File: src/rtl/smem_port_ctrl.sv
// Valid/ready front-end for a single-port block RAM with a 1-cycle registered read.
// Define SMEM_INIT_CLEAR_EN to clear the whole RAM to INIT_VAL after reset.
module smem_port_ctrl #(
  parameter int                DWIDTH   = 32,
  parameter int                AWIDTH   = 11,
  parameter int                SIZE     = 2048,
  parameter logic [DWIDTH-1:0] INIT_VAL = '0
) (
  input  logic              clk,
  input  logic              rst,
  input  logic              req_valid,
  output logic              req_ready,
  input  logic              req_wr,
  input  logic [AWIDTH-1:0] req_addr,
  input  logic [DWIDTH-1:0] req_wdata,
  output logic              rsp_valid,
  input  logic              rsp_ready,
  output logic [DWIDTH-1:0] rsp_rdata,
  output logic              init_done,
  output logic [AWIDTH-1:0] mem_addr,
  output logic [DWIDTH-1:0] mem_din,
  output logic              mem_wr,
  input  logic [DWIDTH-1:0] mem_dout
);

  typedef enum logic {S_INIT, S_RUN} state_e;

  state_e            state_q, state_d;
  logic [DWIDTH-1:0] fifo_q [2];
  logic              wr_ptr_q, rd_ptr_q;
  logic [1:0]        count_q;
  logic              rd_pend_q;
  logic [AWIDTH-1:0] addr_q;
  logic [1:0]        credit;
  logic              run, pop, push, accept;

  assign run       = (state_q == S_RUN);
  assign init_done = run;
  assign credit    = count_q + {1'b0, rd_pend_q};
  assign rsp_valid = (count_q != 2'd0);
  assign rsp_rdata = fifo_q[rd_ptr_q];
  assign pop       = rsp_valid && rsp_ready;
  // RAM dout is only meaningful the cycle after a read was issued.
  assign push      = rd_pend_q;
  // A pop in this cycle frees a slot, so ready may depend on rsp_ready.
  assign req_ready = run && ((credit < 2'd2) || pop);
  assign accept    = req_valid && req_ready;

`ifdef SMEM_INIT_CLEAR_EN
  logic [AWIDTH-1:0] init_cnt_q, init_cnt_d;

  always_comb begin
    // NOTE: every combinational output gets a default first so no path leaves it unassigned (no latch).
    state_d    = state_q;
    init_cnt_d = init_cnt_q;
    if (state_q == S_INIT) begin
      if (init_cnt_q == AWIDTH'(SIZE - 1)) state_d = S_RUN;
      else                                  init_cnt_d = init_cnt_q + 1'b1;
    end
  end

  always_ff @(posedge clk or posedge rst) begin
    if (rst) init_cnt_q <= '0;
    else     init_cnt_q <= init_cnt_d;
  end
`else
  always_comb begin
    // NOTE: every combinational output gets a default first so no path leaves it unassigned (no latch).
    state_d = state_q;
    if (state_q == S_INIT) state_d = S_RUN;
  end
`endif

  always_comb begin
    mem_addr = addr_q;
    mem_din  = req_wdata;
    mem_wr   = 1'b0;
    if (accept) begin
      mem_addr = req_addr;
      mem_wr   = req_wr;
    end
`ifdef SMEM_INIT_CLEAR_EN
    // Clear writes stay off while rst is held; the first one lands on the first edge after release.
    if (state_q == S_INIT) begin
      mem_addr = init_cnt_q;
      mem_din  = INIT_VAL;
      mem_wr   = !rst;
    end
`endif
  end

  // NOTE: sequential state uses non-blocking assignments so every register samples pre-edge values.
  always_ff @(posedge clk or posedge rst) begin
    if (rst) begin
      state_q   <= S_INIT;
      count_q   <= 2'd0;
      wr_ptr_q  <= 1'b0;
      rd_ptr_q  <= 1'b0;
      rd_pend_q <= 1'b0;
      addr_q    <= '0;
      // NOTE: the two FIFO words are plain flops, reset so rsp_rdata reads 0 out of reset.
      fifo_q[0] <= '0;
      fifo_q[1] <= '0;
    end else begin
      state_q   <= state_d;
      rd_pend_q <= accept && !req_wr;
      if (accept) addr_q <= req_addr;
      if (push) begin
        fifo_q[wr_ptr_q] <= mem_dout;
        wr_ptr_q         <= ~wr_ptr_q;
      end
      if (pop) rd_ptr_q <= ~rd_ptr_q;
      case ({push, pop})
        2'b10:   count_q <= count_q + 2'd1;
        2'b01:   count_q <= count_q - 2'd1;
        default: count_q <= count_q;
      endcase
    end
  end

endmodule
File: config.mk
export PLATFORM = sky130hd
export DESIGN_NAME = smem_port_ctrl
export DESIGN_NICKNAME = d
export VERILOG_FILES = /design/src/rtl/smem_port_ctrl.sv
export SDC_FILE = /design/constraint.sdc
export NUM_CORES = 1
export LEC_CHECK = 0
export BUFFER_PORTS_ARGS = -buffer_cell sky130_fd_sc_hd__buf_2
export CAP_MARGIN = 5
export CORE_ASPECT_RATIO = 1.1
export CORE_MARGIN = 2
export CORE_UTILIZATION = 51
export CTS_CLUSTER_SIZE = 40
export DETAILED_ROUTE_END_ITERATION = 10
export GPL_TIMING_DRIVEN = 0
export MAX_ROUTING_LAYER = met4
export PLACE_DENSITY = 0.84
export SLEW_MARGIN = 0
export SYNTH_ARGS = -nofsm -noshare
export SYNTH_HDL_FRONTEND = slang
export SYNTH_SLANG_ARGS = --single-unit
File: constraint.sdc
create_clock -name clk -period 5.15 [get_ports clk]
set_input_delay 0.2575 -clock clk [delete_from_list [all_inputs] [get_ports clk]]
set_output_delay 0.2575 -clock clk [all_outputs]
set_load 0.1 [all_outputs]
* Yosys cells after proc, flatten, opt, wreduce, memory -nomap -nowiden
Index checks and enable logic that the tools add are counted.
** Word-level totals
- Input port bits :: 80
- Word-level logic and storage cells :: 39
- Output and inout bits :: 79
- Bits in registers :: 81
** Cells by class
- Reductions and logical operators :: 9
- Equal/unequal tests :: 2
- $add $sub $neg :: 3
- Bitwise operators :: 4
- Muxes and demuxes :: 9
- $lt $le $gt $ge :: 4
** Operators by type and width (number)
- 32-bit two-way mux :: 4
- 64-bit bitwise mux :: 1
- 32-bit demux with 1-bit select :: 1
- 11-bit two-way mux :: 1
- 1-bit logical AND :: 5
- 2-bit greater-or-equal comparator (second input constant) :: 2
- 1-bit NOT with 2-bit output :: 2
- 2-bit one-hot mux with 2 select lines :: 1
- 2-bit nonzero test :: 2
- 2-bit by 1-bit adder with 2-bit output :: 1
- 2-bit by 1-bit adder with 2-bit output (second input constant) :: 1
- 2-bit by 1-bit == test with 1-bit output (second input constant) :: 1
- 2-bit == test (second input constant) :: 1
- 2-bit by 1-bit less-than comparator with 1-bit output (second input constant) :: 1
- 2-bit less-than comparator (second input constant) :: 1
- 1-bit NOT :: 2
- 2-bit by 1-bit subtractor with 2-bit output (second input constant) :: 1
- 1-bit logical NOT :: 1
- 1-bit logical OR :: 1
- 1-bit two-way mux :: 1

* Logic depth before layout (Yosys ltp)
- Word-level depth :: 6
- Mapped depth :: 6
- Gate-level depth less buffers :: 6

* Worst setup path after synthesis
Ideal clock, no wire load.
- Kind :: reg2out
- From :: register state_q (netlist: init_done)
- To :: output req_ready
- Buffers on the path :: 0
- Data required time :: 4.893 ns
- Cell stages (with the launch flop) :: 3
- Arrival :: 3.250 ns
- Slack :: 1.643 ns
- Path through :: dfrtp_1 > inv_1 > a211oi_1
** Between the ends
- Cells in the longest elaborated chain, start to end :: 1
** RTL lines
- from (decl) :: line 28 : state_e state_q, state_d;
- from (signal assigned) :: line 105 : state_q <= state_d;
- 1-bit logical AND :: line 46 : assign req_ready = run && ((credit < 2'd2) || pop);
- to (decl) :: line 12 : output logic req_ready,
No other way between the ends.

* Final worst setup path
- From :: register rd_pend_q (netlist: push)
- To :: output mem_addr[9]
** Between the ends
- Cells in the longest elaborated chain, start to end :: 6
** RTL lines
- from (decl) :: line 32 : logic rd_pend_q;
- from (signal assigned) :: line 106 : rd_pend_q <= accept && !req_wr;
- 2-bit by 1-bit adder with 2-bit output :: line 39 : assign credit = count_q + {1'b0, rd_pend_q};
- 2-bit less-than comparator :: line 46
- 1-bit logical OR :: line 46
- 1-bit logical AND :: line 46
- 1-bit logical AND :: line 47 : assign accept = req_valid && req_ready;
- 11-bit two-way mux
- to (decl) :: line 20 : output logic [AWIDTH-1:0] mem_addr,
No other way between the ends.

==> flow_metrics.tcl <==
set metrics [dict create \
    outcome "complete, no violations" \
    dpl.hpwl_um 5230 \
    min_path_type "primary input to register" \
    track_usage_pct 18.6 \
    die_h_um 93.4 \
    dp.cells 467 \
    arrival_ns 2.21 \
    syn-instance-count 255 \
    cts-hold-fix-buffers 1 \
    worstSetupPathType "register to primary output" \
    die_x_um 85.3 \
    cts_root_buffer "clkbuf_8" \
    grt_pass1_vias 2518 \
    route.detailed.wl_per_inst_um 14.7 \
    clkTransAtPathRegs_ns 0.08 \
    clkLatencyLatePin_ns 0.34 \
    synth_edf_count 0 \
    final_cells 484 \
    synth.ff_latch_count 81 \
    rsz0062_at_grt "false" \
    cts_made_buffers 9 \
    maxCapViolations 0 \
    yosys_most_used_dff "dfrtp_1" \
    timing.final.crit_share_pct 47.9 \
    layout_common_cells "135 x buf_2, 105 x mux2_2, 81 x dfrtp_1" \
    std_cell_rows 32 \
    dr_total_vias 2385 \
    end_kind "primary output" \
    fillers 545 \
    synthArstFlopShare_pct 100 \
    drtPass1Iterations 4 \
    antenna_found_initial 0 \
    finalHoldViolations 0 \
    postCtsSetupBuffers 0 \
    slew_violations 0 \
    path_max_fanout 10 \
    drcViolationCount 0 \
    drt-total-wl_um 7120 \
    grt_pass1_wl_um 11300 \
    max_freq_ghz 0.405 \
    whs_path_depth 2 \
    reg2regPathDepth 4 \
    syn_nets 336 \
    drive_gt1_share_pct 73.7 \
    syn_area_per_cell_sq_um 14.5 \
    nNetsFinal 475 \
    drt_iter0_markers 78 \
    area_growth_pct 26.0 \
    final_common_cell "buf_2" \
    tns_ns 0 \
    clock-sinks 81 \
    ys_warn_count 0 \
    fin_hold_ws_ns 0.0782 \
    vias_per_cell 4.93 \
    yosysUniqueCellTypes 21 \
    grt_max_degree 44 \
    die_area_sq_mm 0.00796 \
    n_antenna_cell 0 \
    min_period_ns 2.47 \
    cts.path.max_buffers 2 \
    start_kind "register" \
    synth_seq_area_share_pct 54.7 \
    initial_utilization_pct 52.9 \
    cts_resized 0 \
    netlist_area_sq_mm 0.00370 \
    grt-ovfl-total 0 \
    place_congestion 0.729 \
    required_ns 4.89 \
    core_area_sq_mm 0.00701 \
    ant_nets 0 \
    htree_num_levels 3 \
    setup_violations 0 \
    fin_skew_ns 0.00669 \
    portBuffers 126 \
    cts_tree "built" \
    design.portCount 159 \
]
-- critical path: stages (launching register included) --
cell	delay [ns]
dfrtp_1	0.45
and4bb_4	0.25
a211oi_4	0.33
buf_6	0.19
mux2_2	0.35
buf_2	0.29
-- final timing paths --
path                          start          end  slack (ns)
min reg2reg                wr_ptr_q     wr_ptr_q        0.49
max reg2reg                    push    addr_q[9]        3.46
min in group asynchronous       rst    addr_q[2]        0.51
min                          req_wr         push        0.08
max                            push  mem_addr[9]        2.68
max in group asynchronous       rst   fifo_q[11]        4.04
-- layer usage --
layer  part of all wire, %  GRT usage [%]  up-vias
met2                    51           30.9       92
met5                     0              -        -
met1                    41           21.7     1159
met4                   1.3           7.14        0
li1                      -              -     1126
met3                   7.2           4.77        8
-- metrics by stage --
stage | util (%) | worst slack [ns] | area (sq um)
after detailed placement | 63.7 | 3.04 | 4460
after global routing | 66.6 | 2.60 | 4670
after CTS | 66.6 | 2.65 | 4670
after floorplan | - | 1.64 | 3700
final | 66.6 | 2.68 | 4670
after global placement | 63.4 | 1.96 | 4440
-- Yosys cell counts, types with 2 or more instances --
cell	number	area [sq um]
inv_1	3	11.3
and2_1	2	12.5
nor2b_1	2	12.5
buf_2	9	45.0
xnor2_1	2	17.5
xor2_1	3	26.3
nand2_1	3	11.3
dfrtp_1	81	2030
buf_4	32	240
mux2_1	2	22.5
clkbuf_1	2	7.51
mux2_2	105	1180
-- sequential cells by signal (all words and copies together), names as in the netlist --
| name | cells |
|---|---|
| addr_q | 11 |
| count_q | 2 |
| fifo_q | 64 |
| init_done | 1 |
| push | 1 |
| rd_ptr_q | 1 |
| wr_ptr_q | 1 |
-- area by class of cell --
type	instances	area (sq um)	area share (%)
clock buffer	10	138	2.95
sequential	81	2030	43.4
timing repair buffer	128	661	14.2
multi-input combinational	127	1360	29.2
inverter	3	13.8	0.295
tap	85	106	2.28
clock inverter	6	57.6	1.23
buffer	44	304	6.51
-- logic make-up (layout without fill, tap and decap cells) --
kind of cell | after synthesis | in the layout | share of synthesized area, %
other | 1 | 1 | 0.101
AO/OA/AOI/OAI | 2 | 2 | 0.743
multiplexers | 107 | 107 | 32.5
flip-flops | 81 | 81 | 54.7
XOR/XNOR | 5 | 5 | 1.18
AND/OR/NAND/NOR | 11 | 11 | 1.86
buffers and inverters | 47 | 191 | 8.51
adder cells (fa/ha/maj) | 1 | 1 | 0.338
Power is not shown: default switching activity piles up to over one toggle a cycle in this logic, so the estimate is an artifact.
